**src/rtl/instruction_encoder.sv**
```systemverilog
// MIPS program loader: packs decoded fields into 32-bit words and streams
// them into instruction memory at consecutive addresses via a 2-entry FIFO.
module instruction_encoder #(
    parameter int ADDR_W = 10
) (
    input  logic              clk,
    input  logic              reset,
    input  logic              start,
    input  logic [ADDR_W-1:0] base_addr,
    input  logic              finish,
    input  logic              in_valid,
    output logic              in_ready,
    input  logic [3:0]        in_op,
    input  logic [4:0]        in_rs,
    input  logic [4:0]        in_rt,
    input  logic [4:0]        in_rd,
    input  logic [15:0]       in_imm,
    input  logic [25:0]       in_target,
    output logic              mem_we,
    output logic [ADDR_W-1:0] mem_addr,
    output logic [31:0]       mem_data,
    input  logic              mem_ready,
    output logic              busy,
    output logic              done,
    output logic [ADDR_W:0]   word_count,
    output logic              bad_op
);

    localparam int WC_W = ADDR_W + 1;

    typedef enum logic [1:0] {
        IDLE  = 2'd0,
        RUN   = 2'd1,
        DRAIN = 2'd2
    } state_t;

    state_t            state;
    logic [ADDR_W-1:0] wr_ptr;
    logic [1:0]        count;
    logic [1:0]        count_next;
    logic [ADDR_W-1:0] addr0, addr1;
    logic [31:0]       data0, data1;

    logic        legal;
    logic [31:0] word;
    logic        accept;
    logic        push;
    logic        pop;

    always_comb begin
        word  = 32'd0;
        legal = 1'b1;
        unique case (in_op)
            4'd0:  word = {6'b0, in_rs, in_rt, in_rd, 5'b0, 6'b100000};
            4'd1:  word = {6'b0, in_rs, in_rt, in_rd, 5'b0, 6'b100001};
            4'd2:  word = {6'b001000, in_rs, in_rt, in_imm};
            4'd3:  word = {6'b001001, in_rs, in_rt, in_imm};
            4'd4:  word = {6'b0, in_rs, in_rt, in_rd, 5'b0, 6'b101010};
            4'd5:  word = {6'b000100, in_rs, in_rt, in_imm};
            4'd6:  word = {6'b000101, in_rs, in_rt, in_imm};
            4'd7:  word = {6'b0, in_rs, 5'b0, 5'b0, 5'b0, 6'b001000};
            4'd8:  word = {6'b000011, in_target};
            4'd9:  word = {6'b101011, in_rs, in_rt, in_imm};
            4'd10: word = {6'b100011, in_rs, in_rt, in_imm};
            default: legal = 1'b0;
        endcase
    end

    // word_count tops out at 2^ADDR_W: the whole memory has been written
    assign in_ready = (state == RUN) && (count != 2'd2) && !word_count[ADDR_W];
    assign accept   = in_valid && in_ready;
    assign push     = accept && legal;
    assign mem_we   = (count != 2'd0);
    assign pop      = mem_we && mem_ready;
    assign mem_addr = addr0;
    assign mem_data = data0;
    assign busy     = (state != IDLE);

    assign count_next = count + {1'b0, push} - {1'b0, pop};

    always_ff @(posedge clk or posedge reset) begin
        if (reset) begin
            state      <= IDLE;
            wr_ptr     <= '0;
            count      <= 2'd0;
            addr0      <= '0;
            addr1      <= '0;
            data0      <= 32'd0;
            data1      <= 32'd0;
            done       <= 1'b0;
            word_count <= '0;
            bad_op     <= 1'b0;
        end else begin
            done  <= 1'b0;
            count <= count_next;
            if (pop) begin
                addr0 <= addr1;
                data0 <= data1;
            end
            if (push) begin
                if (count == 2'd0 || pop) begin
                    addr0 <= wr_ptr;
                    data0 <= word;
                end else begin
                    addr1 <= wr_ptr;
                    data1 <= word;
                end
                wr_ptr     <= wr_ptr + ADDR_W'(1);
                word_count <= word_count + WC_W'(1);
            end
            if (accept && !legal) begin
                bad_op <= 1'b1;
            end
            unique case (state)
                IDLE: begin
                    if (start) begin
                        state      <= RUN;
                        wr_ptr     <= base_addr;
                        word_count <= '0;
                        bad_op     <= 1'b0;
                    end
                end
                RUN: begin
                    if (finish) begin
                        state <= DRAIN;
                    end
                end
                DRAIN: begin
                    // leave as the last write retires so done lines up with it
                    if (count_next == 2'd0) begin
                        state <= IDLE;
                        done  <= 1'b1;
                    end
                end
                default: state <= IDLE;
            endcase
        end
    end

endmodule

```
**config.mk**
```make
export PLATFORM = sky130hd
export DESIGN_NAME = instruction_encoder
export DESIGN_NICKNAME = d
export VERILOG_FILES = /design/src/rtl/instruction_encoder.sv
export SDC_FILE = /design/constraint.sdc
export NUM_CORES = 1
export LEC_CHECK = 0
export CAP_MARGIN = 20
export CORE_MARGIN = 1.5
export CORE_UTILIZATION = 65
export CTS_CLUSTER_SIZE = 40
export DETAILED_ROUTE_END_ITERATION = 16
export DONT_BUFFER_PORTS = 1
export PLACE_DENSITY = 0.92
export REMOVE_ABC_BUFFERS = 1
export SETUP_SLACK_MARGIN = 0.15
export SLEW_MARGIN = 20
export SYNTH_ARGS = -nofsm -noshare
export SYNTH_HDL_FRONTEND = slang
export SYNTH_SLANG_ARGS = --single-unit
export TNS_END_PERCENT = 100
```
**constraint.sdc**
```tcl
create_clock -name clk -period 7.3 [get_ports clk]
set_clock_uncertainty 0.05 [all_clocks]
set_input_delay 1.46 -clock clk [delete_from_list [all_inputs] [get_ports clk]]
set_output_delay 1.46 -clock clk [all_outputs]
set_load 0.01 [all_outputs]
```
Word-level counts from Yosys, hierarchy flattened --
Cells that the tools add are included.
Operators by class: reduce and logical (&&, ||, !) cells 18, muxes and demuxes 23, add/subtract/negate cells 4, shifts and indexed selects 0, equality and inequality tests 16, bitwise gates (word level) 1, div/mod/pow operators 0, magnitude comparators 0, multipliers 0
Operator list (number):
- $pmux 32 s11 | 1
- $mux 32 | 3
- $mux 10 | 6
- $mux 11 | 3
- $eq 4x3->1 const B | 4
- $eq 4x4->1 const B | 3
- $add 11x1->11 const B | 1
- $reduce_or 11->1 | 1
- $add 10x1->10 const B | 1
- $eq 4x2->1 const B | 2
- $ne 2x2->1 const B | 4
- $logic_and 1x1->1 | 6
- $logic_not 2->1 | 3
- $mux 1 | 6
- $mux 2 | 3
- $pmux 2 s3 | 1
- $eq 4x1->1 const B | 1
- $logic_not 4->1 | 1
- $reduce_bool 2->1 | 2
- $reduce_and 3->1 | 1
- $add 2x1->2 | 1
- $eq 2x1->1 const B | 1
- $eq 2x2->1 const B | 1
- $logic_not 1->1 | 2
- other kinds (4) | 4
Word-level totals: latch bits 0, bits in read-only memories 0, output and inout bits 58, bits in writable memories 0, flip-flop bits (word level) 111, logic and storage cells 72, input port bits 77, memories kept 0

Logic depth before layout (Yosys ltp) --
Gate-level depths: netlist (run 1).
word-level depth 10, depth in mapped cells 13, depth with buffers taken out 11

Least setup slack after synthesis (run 1) --
Ideal clock, no wire load.
path type input port to flip-flop, start point input port in_op[0], end point register state[1], arrival 3.436 ns, path buffers 2, setup time 0.082 ns, path slack 3.732 ns, data required time 7.168 ns, stages 13, cells stage by stage buf_6 and2_4 buf_6 o21a_2 nor2_1 inv_1 ha_1 inv_1 ha_1 xnor2_1 xnor2_1 nor2_1 o22ai_1
Between the ends: cells in the longest elaborated chain, start to end 9, elaborated cells on any way between the ends 19, classes of those cells add/sub: 2; eq/ne: 11; mux: 1; reduce/logical: 5
RTL lines:
- start: declaration | line 13 | input logic [3:0] in_op,
- $eq 4x4->1, or another cell as far along | line 53 | unique case (in_op)
- $reduce_or 11->1 (no line) (*)
- $mux 1 (*) | line 53
- $logic_and 1x1->1 (*) | line 72 | assign push = accept && legal;
- $add 2x1->2 (*) | line 79 | assign count_next = count + {1'b0, push} - {1'b0, pop};
- $sub 2x1->2 (*) | line 79
- net count_next[1] | line 40 | logic [1:0] count_next;
- $logic_not 2->1 (*) | line 130 | if (count_next == 2'd0) begin
- $ne 2x2->1 (no line) (*)
- $reduce_and 3->1 (no line) (*)
- end signal: assignment | line 83 | state <= IDLE;
- end signal: assignment | line 131 | state <= IDLE;
- end signal: assignment | line 135 | default: state <= IDLE;
- end: declaration | line 37 | state_t state;
The timed path passes the listed nets; every way through them passes the cells marked *. A chain may end at the register's enable or synchronous reset.

Worst setup path after layout (run 1) --
start point input port in_valid, end point register state[1]
Between the ends: cells in the longest elaborated chain, start to end 7
RTL lines:
- start: declaration | line 11 | input logic in_valid,
- $logic_and 1x1->1 | line 71 | assign accept = in_valid && in_ready;
- $logic_and 1x1->1 | line 72
- $add 2x1->2 | line 79
- $sub 2x1->2 | line 79
- net count_next[1] | line 40
- $logic_not 2->1 | line 130
- $ne 2x2->1 (no line)
- $reduce_and 3->1 (no line)
The timed path passes the listed nets, and every way through them passes these cells.

==> summary.md, run 1 <==
| Metric | Value |
|---|---|
| Status | complete, no violations |
| Die area | 8740 µm² |
| Placer Congestion | 0.832 |
| Syn_area_per_cell | 10.1 µm² |
| Critical path peak fanout | 15 |
| Final Hold Viols | 0 |
| Leak Pwr | between 2 and 3 nW |
| Post-Synth XOR/XNOR Area | 0.0378 |
| CP endpoint kind | flip-flop |
| Min Tclk post-route | 3.46 ns |
| CTS hold repair buffers | 0 |
| Clock edge transition at the registers on the reported setup and hold paths | 0.10 ns |
| Cells after Synth | 526 |
| Die Wd | 93.5 µm |
| Asr flop ratio synth | 1.00 |
| Layout cells sized above 1 | 0.0547 |
| Root Driver | clkbuf_8 |
| CTS tree | built |
| M2 GR Usage | 0.463 |
| Setup_tns | 0 ns |
| Synth Area in Adders | 0.0113 |
| # port buffers | 0 |
| Final Cell Area | approximately 5500 µm² |
| Cts bufs inserted | 9 |
| Portion of netlist area occupied by mux cells | 0.134 |
| Die height | between 90 and 100 µm |
| Slowest CP cell | or3_1 |
| ANT cells | 0 |
| Final hold slack | 0.436 ns |
| Post-DP HPWL | 7750 µm |
| CP max stage delay | 0.54 ns |
| Crit Path Class | in2reg |
| GRT overflow | 0 |
| Post-synthesis compound-gate area fraction | 0.110 |
| RSZ-0062 raised after global routing | false |
| DR vias/cell | 6.09 |
| Routed length per placed instance | 17.9 µm |
| Synth warn | 0 |
| Final setup fails | 0 |
| Initial antenna violation count | 0 |
| H-Tree Depth | 3 |
| Iteration count of the initial detailed-routing pass | 5 |
| Top FF cell, synth | dfrtp_1 |
| Worst EP arrival | 3.70 ns |
| # IOs | 135 |
| Met1 usage | 0.324 |
| Worst min-delay path category | reg2reg |
| Req. time, crit path | 7.54 ns |
| Utilization after layout | 0.704 |
| DP Area | about 5300 µm² |
| Synthesized area | ~5300 µm² |
| Clock Path Buffers | 2 |
| Largest family of logic cells by synthesized area | simple AND/OR/NAND/NOR gates |
| Fmax | between 200 and 300 MHz |
| Period utilisation layout | 0.474 |
| Sequential-to-total area share from yosys stat | 0.517 |
| Gr busiest metal | met2 |
| Num Clock Sinks | 110 |
| Worst skew pair latency | 0.36 ns |
| DRT iter0 DRCs | about 230 |
| Fillers | between 500 and 600 |
| Fin. max-slew vios | 0 |
| Rel. slew slack | 0.286 |
| CP startpoint kind | input pin |
| EDFF count, synth | 0 |
| Met3 Track Usage GR | 0.0642 |
| Initial core utilization | 0.682 |
| Total core area | between 7000 and 8000 µm² |
| Commonest cells after routing, fill and taps aside | 110 x dfrtp_1, 91 x nand2_1, 71 x mux2i_1 |
| Most common cell after layout, fill and taps aside | dfrtp_1 |
| Post-detailed-routing wire length | ~11000 µm |
| Via Count | 3739 |
| Maxcap violations | 0 |
| First-pass GRT wire length | 18100 µm |
| Synthesis-to-layout area growth | 3.29% |
| Buffers and inverters on the worst path | 2 |
| Vias in the first global route | 3789 |
| Post-synthesis register bit count | 110 |
| Worst path top cell family by delay | simple AND/OR/NAND/NOR gates |
| Post-route worst setup slack | 3.84 ns |
| Pre-CTS setup slack | 3.46 ns |
| Nets@finish | roughly 600 |
| Worst-path cell chain | nand3b_1, or3_1, nor2_1, inv_1, ha_1, inv_1, ha_1, xnor2_1, xnor2_1, nor2_1, o22ai_1 |
| FP Rows | 32 |
| DR DRC count | 0 |
| Simple-gate area share of the yosys netlist | 0.150 |
| Pin count of the biggest net entering global routing | 70 |
| Worst Max-Slew Pin Slew | 1.07 ns |
| Cts repair resizes | 0 |
| Post-DRT Antenna Nets | 0 |
| # Post-CTS Setup Buffers | 0 |
| PwrDens | approximately 360 nW/µm² |
| Total track usage | 0.266 |
| Synth unique cells | 42 |
| VDD IR-drop max | 0.000243 V |
worst paths after layout:
| kind | slack, ns | startpoint | endpoint | cells past startpoint |
|---|---|---|---|---|
| setup / recovery | 3.84 | in_valid | state[1] | 11 |
| hold / removal | 0.44 | data1[27] | data1[27] | 2 |
| setup reg to reg | 4.36 | word_count[10] | state[1] | 11 |
| hold reg to reg | 0.44 | data1[27] | data1[27] | 2 |
| max in group asynchronous | 5.05 | reset | word_count[6] | 2 |
| min in group asynchronous | 1.00 | reset | mem_data[30] | 1 |
cell usage after synthesis, types with 2 or more instances:
cell,number,area share
nor3_1,8,0.0075
a21oi_1,19,0.018
o21ai_0,40,0.038
nand2b_1,5,0.0059
and3_1,4,0.0047
o21ai_1,5,0.0047
a222oi_1,5,0.0094
nor2_1,35,0.025
mux2i_1,71,0.13
nand4_1,2,0.0024
ha_1,4,0.0094
nand2_1,92,0.065
or3_1,2,0.0024
o22ai_1,2,0.0024
and4_1,2,0.0033
nor4_1,7,0.0082
nor4b_1,4,0.0066
nand3b_1,2,0.0028
a22oi_1,18,0.025
dfrtp_1,110,0.52
xnor2_1,18,0.030
xor2_1,5,0.0082
nand3_1,9,0.0085
clkbuf_1,23,0.016
buf_6,6,0.013
buf_2,5,0.0047
inv_1,8,0.0056
sequential cells by signal, summed over array words and instances, names as in the netlist, 2 cells and up:
signal      cells
addr1          10
count           2
data1          31
mem_addr       10
mem_data       32
state           2
word_count     11
wr_ptr         10
final cells by class:
type                       instances  area (µm²)  area share
clock buffer                      12         145      0.0264
inverter                           8        32.5     0.00592
multi-input combinational        373        2370       0.431
sequential                       110        2750       0.501
tap                              102         128      0.0232
clock inverter                     4        30.0     0.00546
timing repair buffer               5        37.5     0.00683
cells by family (layout without fill, tap and decap cells):
kind of cell / after synthesis / in the layout
AND/OR/NAND/NOR: 177 / 177
flip-flops: 110 / 110
AO/OA/AOI/OAI: 97 / 97
multiplexers: 71 / 71
buffers and inverters: 43 / 29
XOR/XNOR: 23 / 23
adder cells (fa/ha/maj): 5 / 5
metrics by stage:
step	total power [mW]	instances
detailed placement	1.65	598
global route	2.10	614
global placement	1.59	598
floorplan	1.49	491
CTS	1.97	614
finish	1.96	614
power by group:
group	internal, mW	switching (mW)
clock network	0.135	0.197
registers	0.846	0.231
logic	0.243	0.306
worst register-to-register path: cells and delay by family (launching register included):
kind / cells / cell delay, ns
fa+ha+maj: 2 / 0.48
flops: 1 / 0.46
xor+xnor: 2 / 0.39
buf+inv: 2 / 0.14
simple gates: 4 / 1.22
compound gates: 1 / 0.16
metal layers:
metal	vias to the layer above	share of wire
li1	1790	-
met3	14	0.073
met2	143	0.50
met1	1792	0.41
met4	0	0.015
met5	-	0
No activity file was read; power rests on OpenSTA's default activity.
==> inputs of run 2 (changes only) <==
--- a/config.mk
+++ b/config.mk
@@ -7,11 +7,11 @@
 export LEC_CHECK = 0
 export CAP_MARGIN = 20
 export CORE_MARGIN = 1.5
-export CORE_UTILIZATION = 65
+export CORE_UTILIZATION = 63
 export CTS_CLUSTER_SIZE = 40
 export DETAILED_ROUTE_END_ITERATION = 16
 export DONT_BUFFER_PORTS = 1
-export PLACE_DENSITY = 0.92
+export PLACE_DENSITY = 0.9
 export REMOVE_ABC_BUFFERS = 1
 export SETUP_SLACK_MARGIN = 0.15
 export SLEW_MARGIN = 20
==> constraint.sdc (replaced) <==
create_clock -name clk -period 3.5 [get_ports clk]
set_clock_uncertainty 0.05 [all_clocks]
set_input_delay 0.7 -clock clk [delete_from_list [all_inputs] [get_ports clk]]
set_output_delay 0.7 -clock clk [all_outputs]
set_load 0.01 [all_outputs]
==> run 2 against run 1 <==
Against the previous run: sequential cell count unchanged; global-route usage decreased by 0.55 points; clock-buffer cell count fell by 2; register-to-register slack got worse by 3.4 ns; critical path depth rose by 1; hold slack worse by 0.12 ns; non-clock buffer count up 5.
==> summary.md, run 2 (same netlist as run 1, synthesis figures left out) <==
| Metric | Value |
|---|---|
| Worst EP arrival | 2.74 ns (-0.96 ns) |
| CP max stage delay | 0.46 ns (-0.08 ns) |
| Leak Pwr | 2.77 nW (+1.3%) |
| First-pass GRT wire length | 18100 µm (+0.19%) |
| Placer Congestion | 0.781 (-6.0%) |
| # IOs | 135 (unchanged) |
| Vias in the first global route | 3808 (+0.50%) |
| Maxcap violations | 0 (unchanged) |
| Iteration count of the initial detailed-routing pass | 4 (-1) |
| Pre-CTS setup slack | 0.749 ns (-2.71 ns) |
| CP endpoint kind | flip-flop |
| Worst path top cell family by delay | simple AND/OR/NAND/NOR gates |
| Num Clock Sinks | 110 (unchanged) |
| Rel. slew slack | 0.408 (+0.122) |
| Worst skew pair latency | 0.37 ns (about the same) |
| FP Rows | 33 (+3.1%) |
| Status | complete, no violations |
| Via Count | 3814 (+2.0%) |
| Post-DRT Antenna Nets | 0 (unchanged) |
| Fin. max-slew vios | 0 (unchanged) |
| Cts repair resizes | 0 (unchanged) |
| Nets@finish | 593 (+0.85%) |
| RSZ-0062 raised after global routing | false |
| Most common cell after layout, fill and taps aside | dfrtp_1 |
| Critical Path Stages | 12 (+1) |
| Post-DP HPWL | 7720 µm (-0.30%) |
| GRT overflow | 0 (unchanged) |
| Die area | 9010 µm² (+3.1%) |
| CP startpoint kind | flip-flop |
| Final setup fails | 0 (unchanged) |
| Root Driver | clkbuf_8 |
| VDD IR-drop max | 0.000604 V (+150%) |
| Synthesis-to-layout area growth | 4.51% |
| Initial antenna violation count | 0 (unchanged) |
| Clock edge transition at the registers on the reported setup and hold paths | 0.11 ns (about the same) |
| Initial core utilization | 0.648 (-0.0339) |
| Clock Path Buffers | 2 (unchanged) |
| CTS tree | built |
| CTS hold repair buffers | 0 (unchanged) |
| Cts bufs inserted | 9 (unchanged) |
| Total track usage | 0.260 (-0.00548) |
| Pin count of the biggest net entering global routing | 70 (unchanged) |
| H-Tree Depth | 3 (unchanged) |
| DR DRC count | 0 (unchanged) |
| DRT iter0 DRCs | 245 (+5.2%) |
| Slowest CP cell | dfrtp_1 |
| Register-to-Register Path Depth | 12 (+1) |
| Layout cells sized above 1 | 0.0658 (+0.0111) |
| R2r startpoint | word_count[10] |
| Critical path peak fanout | 5 (-10) |
| Commonest cells after routing, fill and taps aside | 110 x dfrtp_1, 91 x nand2_1, 71 x mux2i_1 |
| Fillers | 610 (+6.6%) |
| Critical path startpoint | word_count[10] |
| ANT cells | 0 (unchanged) |
| Post-route worst setup slack | 0.992 ns (-2.84 ns) |
| Crit path to | state[1] |
| PwrDens | 749 nW/µm² (+110%) |
| Worst-path cell chain | nand3b_1, or3_1, nor2_1, buf_4, inv_1, ha_1, inv_1, ha_1, xnor2_1, xnor2_1, nor2_1, o22ai_1 |
| Req. time, crit path | 3.73 ns (-3.81 ns) |
| Fmax | 399 MHz |
| Final hold slack | 0.314 ns (-0.122 ns) |
| Total core area | 8220 µm² (+5.2%) |
| # port buffers | 0 (unchanged) |
| Crit Path Class | reg2reg |
| Die Wd | 94.9 µm (+1.5%) |
| Worst Max-Slew Pin Slew | 0.889 ns (-0.183 ns) |
| # Post-CTS Setup Buffers | 0 (unchanged) |
| Min Tclk post-route | 2.51 ns |
| Period utilisation layout | 0.717 |
| Reg-to-reg critical path endpoint | state[1] |
| DR vias/cell | 6.13 (+0.69%) |
| R2R setup slack | 0.99 ns (-3.37 ns) |
| Max reg flops | 32 (unchanged) |
| Die height | 94.9 µm (+1.5%) |
| Buffers and inverters on the worst path | 3 (+1) |
| Final Hold Viols | 0 (unchanged) |
| Worst min-delay path category | in2async |
| Routed length per placed instance | 18.1 µm (+0.63%) |
| Post-detailed-routing wire length | 11200 µm (+1.9%) |
[run 2: final cells by class]
class	count	area (µm²)	share of cell area
sequential	110	2750	0.495
multi-input combinational	373	2370	0.426
tap	105	131	0.0236
clock buffer	10	128	0.0229
timing repair buffer	10	75.1	0.0135
clock inverter	6	71.3	0.0128
inverter	8	32.5	0.00585
[run 2: power by group]
part / switching (mW) / internal (mW) / total [mW] / leakage (nW)
registers: 0.476 / 1.76 / 2.24 / 1.44
clock network: 0.429 / 0.338 / 0.767 / 0.0984
logic: 0.642 / 0.520 / 1.16 / 1.23
total: 1.55 / 2.62 / 4.17 / 2.77
[run 2: worst min path at each step]
stage	to	slack (ns)	cells past startpoint	from
global route	mem_data[17]	0.38	1	reset
CTS	data1[17]	0.34	1	reset
finish	data1[16]	0.31	1	reset
global placement	data1[26]	0.41	2	data1[26]
floorplan	addr1[9]	0.40	2	addr1[9]
detailed placement	addr1[5]	0.41	2	addr1[5]
[run 2: metrics by stage]
| stage | utilization | instance area, µm² | TNS (ns) | instances | total power, mW |
|---|---|---|---|---|---|
| after detailed placement | 0.652 | 5360 | 0 | 605 | 3.44 |
| after CTS | 0.676 | 5560 | 0 | 621 | 4.19 |
| after global placement | 0.652 | 5360 | 0 | 605 | 3.33 |
| after global routing | 0.677 | 5560 | 0 | 622 | 4.47 |
| final | 0.677 | 5560 | 0 | 622 | 4.17 |
| after floorplan | - | 5140 | -16.75 | 491 | 3.11 |
[run 2: per-layer routing]
metal | GRT usage | wire, µm | vias to the layer above
li1 | - | - | 1806
met1 | 0.312 | 4580 | 1854
met2 | 0.443 | 5610 | 143
met3 | 0.0902 | 951 | 11
met4 | 0.0746 | 88 | 0
met5 | 0 | 0 | -
==> inputs of run 3 (changes only) <==
==> constraint.sdc (replaced) <==
create_clock -name clk -period 2.5 [get_ports clk]
set_clock_uncertainty 0.05 [all_clocks]
set_input_delay 0.5 -clock clk [delete_from_list [all_inputs] [get_ports clk]]
set_output_delay 0.5 -clock clk [all_outputs]
set_load 0.01 [all_outputs]
==> run 3 against run 2 <==
Against the previous run: critical path depth down 1; register-to-register slack worse by 0.87 ns; design area up 2.2%; non-clock buffer count up 5; maximum frequency up 5.4%; critical endpoint is now done; largest cell class unchanged; highest routed layer unchanged.
==> summary.md, run 3 (same netlist as run 1, synthesis figures left out) <==
| Metric | Value |
|---|---|
| H-Tree Depth | 3 (unchanged) |
| Req. time, crit path | 2.73 ns (-1.00 ns) |
| Post-DP HPWL | 7720 µm (about the same) |
| Synthesis-to-layout area growth | 6.82% |
| Post-DRT Antenna Nets | 0 (unchanged) |
| DRT iter0 DRCs | 174 (-29%) |
| Worst min-delay path category | in2async |
| Nets@finish | 598 (+0.84%) |
| Fmax | 420 MHz (+5.4%) |
| R2r startpoint | word_count[10] |
| Post-detailed-routing wire length | 11600 µm (+3.5%) |
| Initial antenna violation count | 0 (unchanged) |
| Non-Filler Instances | 626 (+0.64%) |
| DR DRC count | 0 (unchanged) |
| Final Hold Viols | 0 (unchanged) |
| VDD IR-drop max | 0.000889 V (+47%) |
| Min Tclk post-route | 2.38 ns (-0.129 ns) |
| Num Clock Sinks | 110 (unchanged) |
| Maxcap violations | 0 (unchanged) |
| CP startpoint kind | flip-flop |
| RSZ-0062 raised after global routing | true |
| Reg-to-reg critical path endpoint | done |
| Leak Pwr | 2.80 nW (+1.3%) |
| PwrDens | 1040 nW/µm² (+38%) |
| Critical path peak fanout | 4 (-1) |
| CP endpoint kind | flip-flop |
| Post-route worst setup slack | 0.121 ns (-0.871 ns) |
| CTS tree | built |
| Met1 usage | 0.319 (+0.00659) |
| Register-to-Register Path Depth | 11 (-1) |
| Met3 Track Usage GR | 0.0717 (-0.0185) |
| DR vias/cell | 6.13 (about the same) |
| Cts bufs inserted | 9 (unchanged) |
| Via Count | 3836 (+0.58%) |
| Clock Path Buffers | 2 (unchanged) |
| Multi-input gate area | 2430 µm² (+2.3%) |
| Total track usage | 0.258 (-0.00217) |
| First-pass GRT wire length | 18100 µm (-0.27%) |
| Total core area | 8220 µm² (unchanged) |
| # IOs | 135 (unchanged) |
| Status | complete, no violations |
| Cells after DPL | 609 (+0.66%) |
| Final Cell Area | 5690 µm² (+2.2%) |
| Root Driver | clkbuf_8 |
| FP Rows | 33 (unchanged) |
| Register Area | 2750 µm² (about the same) |
| ANT cells | 0 (unchanged) |
| Vias in the first global route | 3853 (+1.2%) |
| # port buffers | 0 (unchanged) |
| R2R setup slack | 0.12 ns (-0.87 ns) |
| Pin count of the biggest net entering global routing | 70 (unchanged) |
| Die area | 9010 µm² (unchanged) |
| Worst EP arrival | 2.61 ns (-0.13 ns) |
| Final hold slack | 0.0709 ns (-0.243 ns) |
| Initial core utilization | 0.648 (unchanged) |
| Period utilisation layout | 0.952 (+0.235) |
| Commonest cells after routing, fill and taps aside | 109 x dfrtp_1, 91 x nand2_1, 71 x mux2i_1 |
| Routed length per placed instance | 18.6 µm (+2.8%) |
| Fin. max-slew vios | 0 (unchanged) |
| DP Area | 5420 µm² (+1.3%) |
| Worst skew pair latency | 0.35 ns (-0.02 ns) |
| Rel. slew slack | 0.410 (+0.00236) |
| Die height | 94.9 µm (unchanged) |
| Iteration count of the initial detailed-routing pass | 4 (unchanged) |
| CTS hold repair buffers | 0 (unchanged) |
| Clock edge transition at the registers on the reported setup and hold paths | 0.10 ns (about the same) |
| Pre-CTS setup slack | 0.141 ns (-0.609 ns) |
| Max reg flops | 32 (unchanged) |
| Final setup fails | 0 (unchanged) |
| Die Wd | 94.9 µm (unchanged) |
| Crit Path Class | reg2reg |
| Most common cell after layout, fill and taps aside | dfrtp_1 |
| Placer Congestion | 0.790 (+1.1%) |
| Fillers | 604 (-0.98%) |
| M2 GR Usage | 0.437 (-0.00595) |
| Layout cells sized above 1 | 0.0921 (+0.0264) |
| GRT overflow | 0 (unchanged) |
| Worst Max-Slew Pin Slew | 0.876 ns (-0.0128 ns) |
| Gr busiest metal | met2 |
-- run 3: cell count changes in the layout (fill, tap and decap cells not counted), sizes merged --
cell	before	now
clkbuf	10	11
clkinvlp	1	3
clkinv	3	2
buf	10	14
bufinv	1	0
inv	9	8
-- run 3: report_power, final --
group	switching (mW)	internal (mW)	total (mW)
combinational	0.959	0.828	1.79
sequential	0.676	2.47	3.15
clock	0.575	0.385	0.960
total	2.21	3.68	5.89
-- run 3: area by class of cell --
type,instances,share of cell area
clock inverters,5,0.00638
multi-input cells,373,0.427
repair buffers,15,0.0295
flip-flops and latches,110,0.484
clock buffers,10,0.0242
inverters,8,0.00572
well taps,105,0.0231
-- run 3: stage by stage --
| stage | setup TNS, ns | total power, mW | utilization |
|---|---|---|---|
| after floorplan | -133.77 | 4.35 | - |
| after global placement | 0 | 4.68 | 0.660 |
| after detailed placement | 0 | 4.84 | 0.660 |
| after CTS | 0 | 5.84 | 0.684 |
| after global routing | 0 | 6.31 | 0.692 |
| final | 0 | 5.89 | 0.692 |
-- run 3: how the worst max path moves through the flow --
stage,startpoint,slack [ns],end,cells after the start
global route,word_count[10],0.01,done,11
CTS,word_count[10],0.16,done,11
detailed placement,word_count[10],0.14,state[1],11
finish,word_count[10],0.12,done,11
global placement,word_count[10],0.21,state[1],11
floorplan,reset,-0.95,addr1[0],1
-- run 3: repair_timing --
item,in CTS,in global routing
setup endpoints to repair,1,45
setup buffers,1,0
pin swaps,2,7
cloned,0,1
gates resized for setup,4,8
-- run 3: layer usage --
| layer | up-vias | share of wire |
|---|---|---|
| met5 | - | 0 |
| met4 | 0 | 0.016 |
| met3 | 15 | 0.079 |
| met2 | 151 | 0.51 |
| met1 | 1853 | 0.40 |
| li1 | 1817 | - |
-- run 3: worst max-delay path, cell delays in order (launching register included) --
cell,delay (ns)
dfrtp_2,0.45
nand3b_1,0.18
or3_4,0.40
nor2_4,0.13
inv_2,0.06
ha_4,0.26
inv_2,0.04
ha_4,0.15
xnor2_2,0.13
xnor2_1,0.14
buf_4,0.15
nor3_2,0.16
